## config.mk

```make
export PLATFORM = sky130hd
export DESIGN_NAME = gcd_job_sequencer
export DESIGN_NICKNAME = d
export VERILOG_FILES = /design/src/rtl/gcd_pkg.sv /design/src/rtl/gcd_wait_timer.sv /design/src/rtl/gcd_job_sequencer.sv
export SDC_FILE = /design/constraint.sdc
export NUM_CORES = 1
export LEC_CHECK = 0
export CAP_MARGIN = 25
export CORE_ASPECT_RATIO = 0.75
export CORE_MARGIN = 2
export CORE_UTILIZATION = 40
export DETAILED_ROUTE_END_ITERATION = 12
export GPL_ROUTABILITY_DRIVEN = 1
export PLACE_DENSITY = 0.67
export SETUP_SLACK_MARGIN = 0.15
export SLEW_MARGIN = 40
export SYNTH_ARGS = -nofsm -noshare
export SYNTH_HDL_FRONTEND = slang
export SYNTH_HIERARCHICAL = 1
export SYNTH_SLANG_ARGS = --single-unit
```

## constraint.sdc

```tcl
create_clock -name clk -period 2.9 [get_ports clk]
set_input_delay 0.58 -clock clk [delete_from_list [all_inputs] [get_ports clk]]
set_output_delay 0.58 -clock clk [all_outputs]
set_load 0.02 [all_outputs]
```

## src/rtl/gcd_pkg.sv

```systemverilog
// Shared types and default sizing for the GCD job sequencer and its watchdog.
package gcd_pkg;

  localparam int GCD_WIDTH          = 16;
  localparam int GCD_TIMEOUT_CYCLES = 1023;

  typedef enum logic [2:0] {
    ST_IDLE   = 3'd0,
    ST_LOAD_A = 3'd1,
    ST_LOAD_B = 3'd2,
    ST_WAIT   = 3'd3,
    ST_OUT    = 3'd4
  } gcd_state_e;

endpackage

```

## src/rtl/gcd_wait_timer.sv

```systemverilog
// Watchdog for the WAIT phase: counts enabled cycles after a clear and raises a
// sticky expired flag one cycle after the count reaches TIMEOUT_CYCLES-1.
module gcd_wait_timer
  import gcd_pkg::*;
#(
  parameter int TIMEOUT_CYCLES = GCD_TIMEOUT_CYCLES
) (
  input  logic clk,
  input  logic rst,
  input  logic clear,
  input  logic enable,
  output logic expired
);

  localparam int CNT_W = $clog2(TIMEOUT_CYCLES + 1);
  localparam logic [CNT_W-1:0] CNT_LAST = CNT_W'(TIMEOUT_CYCLES - 1);
  localparam logic [CNT_W-1:0] CNT_MAX  = CNT_W'(TIMEOUT_CYCLES);

  logic [CNT_W-1:0] count_r;
  logic             expired_r;

  // Cycle counter and sticky expiry flag; the counter parks at TIMEOUT_CYCLES.
  always_ff @(posedge clk) begin
    if (rst) begin
      count_r   <= '0;
      expired_r <= 1'b0;
    end else if (clear) begin
      count_r   <= '0;
      expired_r <= 1'b0;
    end else if (enable) begin
      if (count_r != CNT_MAX) begin
        count_r <= count_r + CNT_W'(1);
      end
      expired_r <= expired_r | (count_r == CNT_LAST);
    end
  end

  assign expired = expired_r;

endmodule

```

## src/rtl/gcd_job_sequencer.sv

```systemverilog
// Front-end that feeds operand pairs to the GCD core and returns its result.
// Define GCD_STATS_EN to add the stat_jobs / stat_max_wait counters.
module gcd_job_sequencer
  import gcd_pkg::*;
#(
  parameter int WIDTH          = GCD_WIDTH,
  parameter int TIMEOUT_CYCLES = GCD_TIMEOUT_CYCLES
) (
  input  logic             clk,
  input  logic             rst,
  input  logic             in_valid,
  output logic             in_ready,
  input  logic [WIDTH-1:0] in_a,
  input  logic [WIDTH-1:0] in_b,
  output logic             gcd_start,
  output logic [WIDTH-1:0] gcd_data_in,
  input  logic             gcd_done,
  input  logic [WIDTH-1:0] gcd_result,
  output logic             out_valid,
  input  logic             out_ready,
  output logic [WIDTH-1:0] out_gcd,
  output logic             out_err
`ifdef GCD_STATS_EN
  ,
  output logic [15:0]      stat_jobs,
  output logic [15:0]      stat_max_wait
`endif
);

  gcd_state_e       state_r, state_nxt_s;
  logic             in_ready_r, in_ready_nxt_s;
  logic             start_r, start_nxt_s;
  logic [WIDTH-1:0] data_r, data_nxt_s;
  logic [WIDTH-1:0] b_r, b_nxt_s;
  logic             out_valid_r, out_valid_nxt_s;
  logic [WIDTH-1:0] out_gcd_r, out_gcd_nxt_s;
  logic             out_err_r, out_err_nxt_s;
  logic             timer_clr_s, timer_en_s, expired_s, enter_out_s;

  gcd_wait_timer #(.TIMEOUT_CYCLES(TIMEOUT_CYCLES)) u_wait_timer (
    .clk     (clk),
    .rst     (rst),
    .clear   (timer_clr_s),
    .enable  (timer_en_s),
    .expired (expired_s)
  );

  // Next-state and next-output logic; every output is registered from these.
  always_comb begin
    state_nxt_s     = state_r;
    start_nxt_s     = start_r;
    data_nxt_s      = data_r;
    b_nxt_s         = b_r;
    out_valid_nxt_s = out_valid_r;
    out_gcd_nxt_s   = out_gcd_r;
    out_err_nxt_s   = out_err_r;
    timer_clr_s     = 1'b0;
    timer_en_s      = 1'b0;
    enter_out_s     = 1'b0;
    case (state_r)
      ST_IDLE: begin
        if (in_valid) begin
          b_nxt_s = in_b;
          if ((in_a == '0) || (in_b == '0)) begin
            // A zero operand makes the answer the other operand; skip the core.
            state_nxt_s     = ST_OUT;
            out_valid_nxt_s = 1'b1;
            out_gcd_nxt_s   = in_a | in_b;
            out_err_nxt_s   = 1'b0;
            enter_out_s     = 1'b1;
          end else begin
            state_nxt_s = ST_LOAD_A;
            start_nxt_s = 1'b1;
            data_nxt_s  = in_a;
          end
        end else begin
          state_nxt_s = ST_IDLE;
        end
      end
      ST_LOAD_A: begin
        state_nxt_s = ST_LOAD_B;
        data_nxt_s  = b_r;
      end
      ST_LOAD_B: begin
        state_nxt_s = ST_WAIT;
        timer_clr_s = 1'b1;
      end
      ST_WAIT: begin
        timer_en_s = 1'b1;
        if (gcd_done) begin
          state_nxt_s     = ST_OUT;
          start_nxt_s     = 1'b0;
          out_valid_nxt_s = 1'b1;
          out_gcd_nxt_s   = gcd_result;
          out_err_nxt_s   = 1'b0;
          enter_out_s     = 1'b1;
        end else if (expired_s) begin
          state_nxt_s     = ST_OUT;
          start_nxt_s     = 1'b0;
          out_valid_nxt_s = 1'b1;
          out_gcd_nxt_s   = '0;
          out_err_nxt_s   = 1'b1;
          enter_out_s     = 1'b1;
        end else begin
          state_nxt_s = ST_WAIT;
        end
      end
      ST_OUT: begin
        if (out_ready) begin
          state_nxt_s     = ST_IDLE;
          out_valid_nxt_s = 1'b0;
        end else begin
          state_nxt_s = ST_OUT;
        end
      end
      default: begin
        state_nxt_s     = ST_IDLE;
        start_nxt_s     = 1'b0;
        out_valid_nxt_s = 1'b0;
      end
    endcase
    in_ready_nxt_s = (state_nxt_s == ST_IDLE);
  end

  // State and output registers.
  always_ff @(posedge clk) begin
    if (rst) begin
      state_r     <= ST_IDLE;
      in_ready_r  <= 1'b1;
      start_r     <= 1'b0;
      data_r      <= '0;
      b_r         <= '0;
      out_valid_r <= 1'b0;
      out_gcd_r   <= '0;
      out_err_r   <= 1'b0;
    end else begin
      state_r     <= state_nxt_s;
      in_ready_r  <= in_ready_nxt_s;
      start_r     <= start_nxt_s;
      data_r      <= data_nxt_s;
      b_r         <= b_nxt_s;
      out_valid_r <= out_valid_nxt_s;
      out_gcd_r   <= out_gcd_nxt_s;
      out_err_r   <= out_err_nxt_s;
    end
  end

  assign in_ready    = in_ready_r;
  assign gcd_start   = start_r;
  assign gcd_data_in = data_r;
  assign out_valid   = out_valid_r;
  assign out_gcd     = out_gcd_r;
  assign out_err     = out_err_r;

`ifdef GCD_STATS_EN
  logic [15:0] stat_jobs_r, stat_max_wait_r, wait_len_r, wait_sat_s;
  logic [16:0] wait_total_s;

  // wait_len_r counts completed WAIT cycles, so the exit cycle adds one more.
  assign wait_total_s = {1'b0, wait_len_r} + 17'd1;
  assign wait_sat_s   = wait_total_s[16] ? 16'hFFFF : wait_total_s[15:0];

  // Job counter and longest-WAIT tracker, updated as a result enters OUT.
  always_ff @(posedge clk) begin
    if (rst) begin
      wait_len_r      <= 16'd0;
      stat_jobs_r     <= 16'd0;
      stat_max_wait_r <= 16'd0;
    end else begin
      if (state_r == ST_LOAD_B) begin
        wait_len_r <= 16'd0;
      end else if ((state_r == ST_WAIT) && (wait_len_r != 16'hFFFF)) begin
        wait_len_r <= wait_len_r + 16'd1;
      end
      if (enter_out_s) begin
        stat_jobs_r <= stat_jobs_r + 16'd1;
      end
      if (enter_out_s && (state_r == ST_WAIT) && (wait_sat_s > stat_max_wait_r)) begin
        stat_max_wait_r <= wait_sat_s;
      end
    end
  end

  assign stat_jobs     = stat_jobs_r;
  assign stat_max_wait = stat_max_wait_r;
`endif

endmodule

```

* Word level (Yosys, flattened, before mapping)
Index checks and enable logic that the tools add are counted.
** Word-level totals
- Bits in registers :: 66
- Input port bits :: 53
- Output and inout port bits :: 36
- Word-level logic and storage cells :: 73
** Cells by class
- $add $sub $neg :: 1
- Eq/ne operators :: 11
- Mux-type cells :: 31
- Bitwise operators :: 4
- Reductions and logical operators :: 16
** Operators with widths (number)
- $mux 16 :: 6
- $pmux 16 s2 :: 2
- $logic_not 16->1 :: 2
- $or 16x16->16 :: 1
- $mux 3 :: 5
- $pmux 3 s5 :: 1
- $mux 1 :: 14
- $add 10x1->10 const B :: 1
- $eq 10x10->1 const B :: 1
- $ne 10x10->1 const B :: 1
- $ne 2x2->1 const B :: 4
- $reduce_and 4->1 :: 2
- $eq 3x2->1 const B :: 2
- $logic_not 3->1 :: 2
- $reduce_and 5->1 :: 1
- $pmux 1 s4 :: 1
- $reduce_and 2->1 :: 2
- $reduce_bool 2->1 :: 2
- $reduce_or 2->1 :: 2
- $eq 3x1->1 const B :: 1
- $eq 3x3->1 const B :: 1
- $ne 3x2->1 const B :: 1
- $pmux 1 s3 :: 1
- $reduce_and 3->1 :: 1
- 5 further kinds :: 6

* Logic depth before layout (Yosys ltp)
Gate-level depths: netlist of the first run.
- Depth after elaboration :: 6
- Depth in mapped cells :: 8

* Cells and area by module
The synthesis of the first run kept the hierarchy.
** By module, submodules not included
- gcd_job_sequencer :: instances 1, cells an instance 286, area an instance 2581.2 um^2, sequential area each 1101.1 um^2
- gcd_wait_timer :: instances 1, cells an instance 79, area an instance 726.9 um^2, sequential area each 220.2 um^2

* Worst setup path after synthesis of the first run
No wires, ideal clock.
- Kind :: reg2reg
- Start point :: register state_r[1]
- End point :: register u_wait_timer.count_r[7]
- Library setup time :: 79 ps
- Data arrival time :: 1781 ps
- Path slack :: 1040 ps
- Stages on the path, launching flop included :: 9
- Buffers on the path :: 3
- Cell sequence :: dfxtp_1 buf_4 nand2_1 nor2_2 buf_2 buf_2 nand4_1 o31a_1 a211oi_2
** On the way
- Longest elaborated chain between the ends :: 3
- Elaborated cells between the ends (all ways) :: 6
** RTL lines
- from (decl) :: RTL line gcd_job_sequencer.sv:30 : gcd_state_e state_r, state_nxt_s;
- from (signal assigned) :: RTL line gcd_job_sequencer.sv:137 : state_r <= state_nxt_s;
- $eq 3x2->1 :: RTL line gcd_job_sequencer.sv:60 : case (state_r)
- $mux 1 :: RTL line gcd_job_sequencer.sv:60
- net timer_en_s :: RTL line gcd_job_sequencer.sv:38 : logic timer_clr_s, timer_en_s, expired_s, enter_out_s;
- $reduce_and 2->1 (no source line)
- to (signal assigned) :: RTL line gcd_wait_timer.sv:32 : count_r <= count_r + CNT_W'(1);
- to (decl) :: RTL line gcd_wait_timer.sv:19 : logic [CNT_W-1:0] count_r;
The timed path passes the listed nets, and every way through them passes these cells.
A chain may end at the register's enable or synchronous reset.

* Final worst setup path of the first run
- Start point :: input port in_b[2]
- End point :: register out_gcd_r[6] (netlist: out_gcd[6])
** On the way
- Longest elaborated chain between the ends :: 4
** RTL lines
- from (decl) :: RTL line gcd_job_sequencer.sv:14 : input logic [WIDTH-1:0] in_b,
- $logic_not 16->1 :: RTL line gcd_job_sequencer.sv:64 : if ((in_a == '0) || (in_b == '0)) begin
- $logic_or 1x1->1 :: RTL line gcd_job_sequencer.sv:64
- $ne 2x2->1 (no source line)
- $reduce_and 4->1 (no source line)
- to (signal assigned) :: RTL line gcd_job_sequencer.sv:143 : out_gcd_r <= out_gcd_nxt_s;
- to (decl) :: RTL line gcd_job_sequencer.sv:36 : logic [WIDTH-1:0] out_gcd_r, out_gcd_nxt_s;
No other way between the ends.

==> out/results.txt, run 1 <==
io pins -> 89
LEAKAGE -> 0.00160 uW
setup TNS -> 0 ns
EDFF count, synth -> 0
hpwl dp -> 7090 microns
status -> finished, final reports clean
vias in the first global route -> 2,936
postcts setup bufs -> 0
Placed Area -> 4200 sq um
CP max FO -> 16
WP data required -> 3.19 ns
area grow syn2layout -> 35.0%
Final setup violation count -> 0
Post-DRT Antenna Nets -> 0
share of cells above drive strength 1 -> 0.120
P_int -> 1880 uW
Final Skew -> 0.00801 ns
sequential element share of the synthesized area -> 0.399
PortBufs -> 88
crit path capture type -> flop
CTS Sinks -> 66
worst slew pin tran -> 0.724 ns
Final Critical Period -> 2.19 ns
first drt pass iteration count -> 5
Netlist cell types -> 54
part of the power in registers -> 0.395
gr usage total -> 0.223
clock slew at reported path FFs -> 0.08 ns
first-pass GRT wire length -> 15,200 microns
yosys warns -> 6
WL final -> 9700 microns
Clock Root Buffer -> clkbuf_8
CTS tree -> done
clock buffer depth -> 2
unrepaired setup endpoints after global routing -> no
Mapped Nets -> 420
core area -> 7950 sq um
most used flip-flop cell after synthesis -> dfxtp_1
clock power share -> 0.397
initial antenna violation count -> 0
Worst EP arrival -> 2.49 ns
Synth top cells by count -> dfxtp_1, nand2_1, nor2_1
Post-CTS Resized -> 0
switching share of total power -> 0.274
largest net degree at the start of global routing -> 27
Final Total Pwr -> 2590 uW
post-DR wirelength/cell -> 17.4 microns
syn avg cell area -> 9.06 sq um
# fillers -> 724
mapped cell area -> 3310 sq um
total of max-cap violations -> 0
Die Wd -> 109 microns
Hold WC Path Type -> reg -> reg
final hold violation count -> 0
post-synth top area cell -> dfxtp_1
Final Cycle Share -> 0.756
Final Non-Filler Cells -> 556
Yosys top cell area share -> 0.399
total grt overflow -> 0
CTS Hold Bufs -> 0
PwrDens -> 581 nW/um^2
async set-reset flop share out of synthesis -> 0
initial drt markers -> 147
num rows -> 28
CTS H-tree lvls -> 3
WHS -> 0.460 ns
Comb power frac -> 0.207
fin area -> 4470 sq um
Peak supply drop -> 0.000381 V
FF+latch count, synth -> 66
Psw -> 712 uW
Setup CP Type -> in -> reg
DP Cell Count -> 540
nets -> 501
Via Count -> 3,074
Total Die Area -> 9020 sq um
cell count after synthesis -> 365
Worst setup SP type -> primary input
Area contributors post-synth -> dfxtp_1, nand2_1, a21oi_1
fmax -> 0.456 GHz
Via density -> 5.53
Ant. Diodes -> 0
Num CTS Buffers -> 9
fin. max-slew vios -> 0
clk_lat worst skew -> 0.35 ns
height of the chip -> 82.8 microns
Relative slew margins -> 0.516
DR DRC count -> 0
most frequent cell after synthesis -> dfxtp_1
final RePlAce weighted congestion -> 0.866
Initial Util -> 0.416
==> metrics by stage <==
stage,utilization,worst slack (ns)
after global routing,0.562,0.670
after CTS,0.562,0.744
after floorplan,-,1.04
after detailed placement,0.528,0.377
final,0.562,0.708
after global placement,0.527,0.393
==> cell usage in the layout (no fill, tap or decap), drive strengths merged, types with 4 or more instances in the layout <==
master	Yosys	routed
clkdlybuf4s50	0	88
dfxtp	66	66
nand2	61	61
nor2	39	39
a21oi	38	38
nor3	24	24
a22o	16	16
o221a	16	16
buf	19	10
nor4	10	10
clkbuf	9	9
nand3	9	9
a31oi	6	6
o21ai	6	6
bufinv	0	4
nand4	4	4
and4	4	4
a211oi	4	4
==> flip-flops by register name (all words and copies together), names as in the netlist <==
name,cells
u_wait_timer/count_r,10
b_r,16
out_err,1
state_r,3
u_wait_timer/expired,1
in_ready,1
gcd_data_in,16
out_gcd,16
out_valid,1
gcd_start,1
==> worst max-delay path: stages <==
cell and delay, ns:
clkdlybuf4s50_1 0.50, nor4_4 0.44, nand4_4 0.21, a21oi_4 0.26, o21ba_1 0.15, buf_4 0.20, a22o_1 0.15
==> power groups by stage <==
| stage | clock network (uW) | registers [uW] | logic (uW) |
|---|---|---|---|
| after floorplan | 0 | 1080 | 242 |
| after global placement | 0 | 1040 | 532 |
| after detailed placement | 0 | 1040 | 536 |
| after CTS | 1050 | 1020 | 538 |
| after global routing | 1090 | 1030 | 581 |
| final | 1030 | 1020 | 538 |
==> cells by family after synthesis <==
kind of cell / count (synthesis) / synth area share
flip-flops: 66 / 0.399
buffers and inverters: 30 / 0.0632
adder cells (fa/ha/maj): 2 / 0.00756
AND/OR/NAND/NOR: 165 / 0.292
AO/OA/AOI/OAI: 100 / 0.232
multiplexers: 2 / 0.00605
==> layer usage <==
layer  track usage  part of all wire  wire length (microns)
met1         0.325              0.49                   4790
met2         0.318              0.42                   4080
met3        0.0589             0.075                    724
met4        0.0718             0.011                    108
met5             0                 0                      0
==> final timing paths <==
path / start / end / slack [ns] / depth (start not counted)
setup / recovery: in_b[2] / out_gcd[6] / 0.71 / 7
hold / removal: b_r[8] / b_r[8] / 0.46 / 2
setup reg to reg: state_r[2] / out_gcd[2] / 0.96 / 5
hold reg to reg: b_r[8] / b_r[8] / 0.46 / 2
==> layout make-up <==
cell class,instances,area [sq um],area share
multi-input combinational,269,1780,0.400
clock inverter,7,141,0.0317
timing repair buffer,98,956,0.214
sequential,66,1320,0.296
tap,105,131,0.0294
inverter,2,7.51,0.00168
clock buffer,9,124,0.0277
No activity file was read; power rests on OpenSTA's default activity.
==> run 2: changes to the inputs <==
--- a/config.mk
+++ b/config.mk
@@ -11,7 +11,7 @@
 export CORE_UTILIZATION = 40
 export DETAILED_ROUTE_END_ITERATION = 12
 export GPL_ROUTABILITY_DRIVEN = 1
-export PLACE_DENSITY = 0.67
+export PLACE_DENSITY = 0.7
 export SETUP_SLACK_MARGIN = 0.15
 export SLEW_MARGIN = 40
 export SYNTH_ARGS = -nofsm -noshare
==> constraint.sdc (replaced) <==
create_clock -name clk -period 1.8 [get_ports clk]
set_input_delay 0.36 -clock clk [delete_from_list [all_inputs] [get_ports clk]]
set_output_delay 0.36 -clock clk [all_outputs]
set_load 0.02 [all_outputs]
==> run 2 against run 1 <==
Worst hold slack got worse by 0.00064 ns. Worst setup slack worse by 0.55 ns. Die area unchanged. Core utilization up 5.7 points. Count of clock-buffer cells in the layout rose by 1. Largest power group is now registers. Clock skew about the same. Routed wire length up 9.4%.
==> out/results.txt, run 2 (synthesis results as in run 1) <==
RR Startpoint -> state_r[0]
CTS Sinks -> 66 (unchanged)
unrepaired setup endpoints after global routing -> yes
CP max FO -> 8 (-8)
fin area -> 4920 sq um (+10%)
commonest non-fill, non-tap cell in the layout -> dfxtp_1
worst hold path depth -> 2 (unchanged)
clock slew at reported path FFs -> 0.08 ns (about the same)
height of the chip -> 82.8 microns (unchanged)
post-DR wirelength/cell -> 17.2 microns (-1.3%)
pre-CTS WS -> -0.405 ns (-0.782 ns)
Total Die Area -> 9020 sq um (unchanged)
final RePlAce weighted congestion -> 0.900 (+3.9%)
CTS tree -> done
# fillers -> 671 (-7.3%)
num rows -> 28 (unchanged)
R2R Setup Slk -> 0.18 ns (-0.78 ns)
fin. max-slew vios -> 0 (unchanged)
total grt overflow -> 0 (unchanged)
core area -> 7950 sq um (unchanged)
Final Cycle Share -> 0.913
Final Skew -> 0.00766 ns (-0.000353 ns)
Placed Area -> 4650 sq um (+11%)
largest net degree at the start of global routing -> 46 (+70%)
Setup CP Type -> in -> reg
Initial Util -> 0.416 (unchanged)
status -> finished, final reports clean
initial drt markers -> 167 (+14%)
Num CTS Buffers -> 9 (unchanged)
first-pass GRT wire length -> 16,300 microns (+6.7%)
CTS Hold Bufs -> 0 (unchanged)
first drt pass iteration count -> 4 (-1)
Via density -> 5.51 (-0.31%)
fmax -> 0.608 GHz
vias in the first global route -> 3,199 (+9.0%)
gr usage total -> 0.235 (+0.0115)
LEAKAGE -> 0.00211 uW (+32%)
Worst Hold End -> b_r[11]
Relative slew margins -> 0.589 (+0.0727)
area grow syn2layout -> 48.6%
Peak supply drop -> 0.000561 V (+47%)
Worst setup SP type -> primary input
Worst EP arrival -> 1.87 ns (-0.62 ns)
end-of-flow core utilization -> 0.618 (+0.0566)
io pins -> 89 (unchanged)
worst r2r dst -> gcd_data_in[7]
Via Count -> 3,395 (+10%)
total of max-cap violations -> 0 (unchanged)
WP data required -> 2.03 ns (-1.16 ns)
clock buffer depth -> 2 (unchanged)
CTS H-tree lvls -> 3 (unchanged)
nets -> 561 (+12%)
Final Critical Period -> 1.64 ns
hold_sp -> b_r[11]
crit path capture type -> flop
Final setup violation count -> 0 (unchanged)
worst slew pin tran -> 0.614 ns (-0.109 ns)
Die Wd -> 109 microns (unchanged)
hpwl dp -> 7390 microns (+4.3%)
Clock Root Buffer -> clkbuf_8
commonest cells after routing, fill and taps aside -> dfxtp_1, dlygate4sd2_1, buf_4
clk_lat worst skew -> 0.34 ns (about the same)
Reg2Reg Depth -> 5 (unchanged)
Ant. Diodes -> 0 (unchanged)
PortBufs -> 88 (unchanged)
share of cells above drive strength 1 -> 0.235 (+0.115)
final hold violation count -> 0 (unchanged)
Setup WS post-layout -> 0.156 ns (-0.552 ns)
PwrDens -> 762 nW/um^2 (+31%)
DR DRC count -> 0 (unchanged)
Post-DRT Antenna Nets -> 0 (unchanged)
Hold WC Path Type -> reg -> reg
initial antenna violation count -> 0 (unchanged)
WL final -> 10,600 microns (+9.4%)
## run 2: changes by cell type in the layout (fill, tap and decap cells not counted), sizes merged
cell           delta
buf              +57
bufinv            -4
clkbuf            +3
clkdlybuf4s50    -67
clkinv            +1
clkinvlp          +1
dlygate4sd2      +63
dlymetal6s2s      +4
inv               +1
nand2             +1
## run 2: report_power, final
group          internal, uW  switching [uW]  leakage (uW)
sequential             1570            74.0      0.000540
combinational           449             534       0.00149
clock                   502             612     0.0000827
total                  2520            1220       0.00211
## run 2: critical path: stages
cell and delay [ns]:
dlygate4sd2_1 0.28, nor4_4 0.39, nand4_4 0.17, buf_6 0.17
nand3_4 0.15, nand2_8 0.10, o221a_1 0.24
## run 2: how the worst max path moves through the flow
stage                                 start  cells after the start                       to  slack, ns
finish                              in_a[6]                      7           gcd_data_in[3]       0.16
global route        u_wait_timer/count_r[0]                      4  u_wait_timer/count_r[0]       0.09
CTS                              state_r[2]                      7           gcd_data_in[7]       0.10
detailed placement                 in_b[15]                      7           gcd_data_in[4]      -0.40
global placement                    in_b[8]                      7               out_gcd[5]      -0.43
floorplan                        state_r[1]                      8  u_wait_timer/count_r[9]       0.16
## run 2: timing repair
| item | CTS | global route |
|---|---|---|
| cloned | 1 | 2 |
| setup endpoints to repair | 70 | 38 |
| pin swaps | 19 | 13 |
| resized for setup | 74 | 9 |
| setup buffers | 1 | 4 |
## run 2: layout make-up
cell class / instances / area (sq um) / area share
repair buffers: 157 / 1420 / 0.289
well taps: 105 / 131 / 0.0267
inverters: 2 / 7.51 / 0.00153
multi-input cells: 270 / 1860 / 0.378
clock inverters: 6 / 42.5 / 0.00865
clock buffers: 10 / 128 / 0.0260
flip-flops and latches: 66 / 1330 / 0.270
## run 2: metal layers
layer	global-route usage	vias up	share of wire
li1	-	1627	-
met1	0.331	1619	0.46
met2	0.357	133	0.46
met3	0.0534	16	0.074
met4	0.0731	0	0.013
met5	0	-	0
## run 2: through the flow
step           power (uW)  setup TNS (ns)  hold WS (ns)  std cells
2_1_floorplan        2150               0         0.437        365
6_report             3740               0         0.459        616
3_3_place_gp         2640          -13.44         0.443        592
5_1_grt              3910               0         0.479        616
3_5_place_dp         2660          -11.69         0.447        592
4_1_cts              3750               0         0.458        610
==> run 3: changes to the inputs <==
--- a/config.mk
+++ b/config.mk
@@ -8,10 +8,10 @@
 export CAP_MARGIN = 25
 export CORE_ASPECT_RATIO = 0.75
 export CORE_MARGIN = 2
-export CORE_UTILIZATION = 40
+export CORE_UTILIZATION = 44
 export DETAILED_ROUTE_END_ITERATION = 12
 export GPL_ROUTABILITY_DRIVEN = 1
-export PLACE_DENSITY = 0.7
+export PLACE_DENSITY = 0.76
 export SETUP_SLACK_MARGIN = 0.15
 export SLEW_MARGIN = 40
 export SYNTH_ARGS = -nofsm -noshare
==> constraint.sdc (replaced) <==
create_clock -name clk -period 1.3 [get_ports clk]
set_input_delay 0.26 -clock clk [delete_from_list [all_inputs] [get_ports clk]]
set_output_delay 0.26 -clock clk [all_outputs]
set_load 0.02 [all_outputs]
==> run 3 against run 2 <==
Routed wire length rose by 20%. Core utilization rose by 13 points. Clock skew fell by 0.0021 ns. Cell count rose by 4.5%. Count of clock-buffer cells in the layout fell by 1. The run now ends with negative setup slack left. Largest power group unchanged. Sequential cell count did not move.
==> out/results.txt, run 3 (synthesis results as in run 1) <==
WL final -> 12,700 microns (+20%)
io pins -> 89 (unchanged)
Peak supply drop -> 0.000722 V (+29%)
Final Skew -> 0.00559 ns (-0.00208 ns)
met1 WL -> 5360 microns (+10%)
part of the power in registers -> 0.397 (-0.043)
initial antenna violation count -> 0 (unchanged)
Initial Util -> 0.451 (+0.0353)
PortBufs -> 88 (unchanged)
crit path capture type -> flop
Placed Area -> 4750 sq um (+2.3%)
Psw -> 1930 uW (+58%)
num rows -> 27 (-3.6%)
crit-path max cell delay -> 0.38 ns (about the same)
commonest non-fill, non-tap cell in the layout -> buf_4
Worst Hold End -> b_r[3]
Num CTS Buffers -> 9 (unchanged)
Final Non-Filler Cells -> 644 (+4.5%)
Via density -> 5.82 (+5.6%)
Reg2Reg Depth -> 8 (+3)
worst slew pin tran -> 0.403 ns (-0.211 ns)
R2R Setup Slk -> -0.32 ns (-0.50 ns)
fin area -> 5470 sq um (+11%)
clk_lat worst skew -> 0.35 ns (about the same)
status -> complete, but fails checks
Total Die Area -> 8240 sq um (-8.7%)
Hold WC Path Type -> in -> reg
RR Startpoint -> state_r[0]
PwrDens -> 1060 nW/um^2 (+39%)
nets -> 593 (+5.7%)
final hold violation count -> 0 (unchanged)
unrepaired setup endpoints after global routing -> yes
Final Total Pwr -> 5800 uW (+55%)
initial drt markers -> 270 (+62%)
Post-DRT Antenna Nets -> 0 (unchanged)
DR DRC count -> 0 (unchanged)
Relative slew margins -> 0.729 (+0.140)
hold_sp -> in_b[3]
Die Wd -> 104 microns (-4.5%)
WP data required -> 1.54 ns (-0.49 ns)
core area -> 7330 sq um (-7.8%)
Final Cycle Share -> 1.24
Worst setup SP type -> flop
CP max stage cell -> dfxtp_4
first drt pass iteration count -> 5 (+1)
worst hold path depth -> 4 (+2)
CTS H-tree lvls -> 3 (unchanged)
Final Critical Period -> 1.62 ns
Via Count -> 3,749 (+10%)
total of max-cap violations -> 0 (unchanged)
CP max FO -> 8 (unchanged)
end-of-flow core utilization -> 0.746 (+0.128)
post-DR wirelength/cell -> 19.8 microns (+15%)
clock slew at reported path FFs -> 0.08 ns (about the same)
switching share of total power -> 0.332 (+0.00612)
height of the chip -> 79.1 microns (-4.4%)
met3 routed WL -> 899 microns (+15%)
# fillers -> 482 (-28%)
Ant. Diodes -> 0 (unchanged)
vias in the first global route -> 3,542 (+11%)
Final setup violation count -> 60 (+60)
P_int -> 3880 uW (+54%)
worst path cell trace -> nor3_4 > buf_6 > nand2_4 > a21oi_4 > buf_6 > nor3_4 > buf_12 > a22o_1
clock buffer depth -> 2 (unchanged)
area grow syn2layout -> 65.4%
fin. max-slew vios -> 0 (unchanged)
DP Cell Count -> 606 (+2.4%)
worst r2r dst -> out_gcd[7]
final RePlAce weighted congestion -> 0.884 (-1.8%)
clock power share -> 0.310 (+0.012)
gr usage total -> 0.282 (+0.0468)
Clock Root Buffer -> clkbuf_8
Setup WS post-layout -> -0.318 ns (-0.474 ns)
fmax -> 0.618 GHz
top layer in use -> met4
share of cells above drive strength 1 -> 0.483 (+0.248)
Worst EP arrival -> 1.86 ns (about the same)
hpwl dp -> 7720 microns (+4.5%)
CTS Sinks -> 66 (unchanged)
CTS tree -> done
Setup CP Type -> reg -> reg
total grt overflow -> 0 (unchanged)
largest net degree at the start of global routing -> 28 (-39%)
first-pass GRT wire length -> 18,100 microns (+11%)
commonest cells after routing, fill and taps aside -> buf_4, dfxtp_1, nand2_1
failing checks -> negative setup slack
WHS -> 0.316 ns (-0.143 ns)
Comb power frac -> 0.293 (+0.030)
LEAKAGE -> 0.00229 uW (+8.5%)
DR WL met2 -> 5950 microns (+23%)
CTS Hold Bufs -> 0 (unchanged)
## run 3: cell types whose count changed in the layout (fill, tap and decap cells not counted), sizes merged
| cell | delta |
|---|---|
| clkinv | -1 |
| dlymetal6s2s | -4 |
| clkdlybuf4s15 | +11 |
| inv | +1 |
| bufinv | +1 |
| buf | +81 |
| clkdlybuf4s50 | -1 |
| dlygate4sd2 | -56 |
## run 3: layer usage
layer / vias up / track usage
met2: 191 / 0.459
li1: 1703 / -
met4: 0 / 0.0946
met3: 55 / 0.0665
met1: 1800 / 0.371
met5: - / 0
## run 3: metrics by stage
step / TNS [ns] / setup slack [ns]
2_1_floorplan: -8.56 / -0.287
3_5_place_dp: -33.84 / -0.784
3_3_place_gp: -31.37 / -0.739
5_1_grt: -14.26 / -0.346
6_report: -11.49 / -0.318
4_1_cts: -8.04 / -0.220
## run 3: worst max path at each step
stage | from | endpoint | cells after the start
after floorplan | state_r[0] | u_wait_timer/count_r[5] | 8
after global placement | in_b[7] | gcd_data_in[1] | 8
after detailed placement | in_a[3] | gcd_data_in[1] | 7
after CTS | state_r[0] | gcd_data_in[11] | 5
after global routing | state_r[0] | out_gcd[6] | 8
final | state_r[0] | out_gcd[7] | 8
## run 3: area by class of cell
cell class / count / area [sq um] / area share
timing repair buffer: 189 / 1620 / 0.296
inverter: 2 / 7.51 / 0.00137
tap: 101 / 126 / 0.0231
sequential: 66 / 1340 / 0.246
multi-input combinational: 270 / 2170 / 0.397
clock inverter: 7 / 76.3 / 0.0140
clock buffer: 9 / 124 / 0.0226
## run 3: worst max-delay path, delay by kind of cell (launching register included)
family,cells,cell delay (ns)
buffers and inverters,3,0.41
AOI/OAI and AO/OA,2,0.37
and+or+nand+nor,3,0.35
DFF,1,0.38
## run 3: timing repair
action                     in CTS  in global routing
pin swaps                      61                 37
cloned                          3                  1
resized for setup             283                 87
setup endpoints to repair     100                 86
setup buffers                  13                  5
## run 3: power by group through the flow
stage / sequential, uW / combinational (uW) / clock, uW
finish: 2300 / 1700 / 1800
global route: 2310 / 1790 / 1900
CTS: 2280 / 1440 / 1800
detailed placement: 2320 / 1360 / 0
global placement: 2320 / 1340 / 0
floorplan: 2420 / 573 / 0
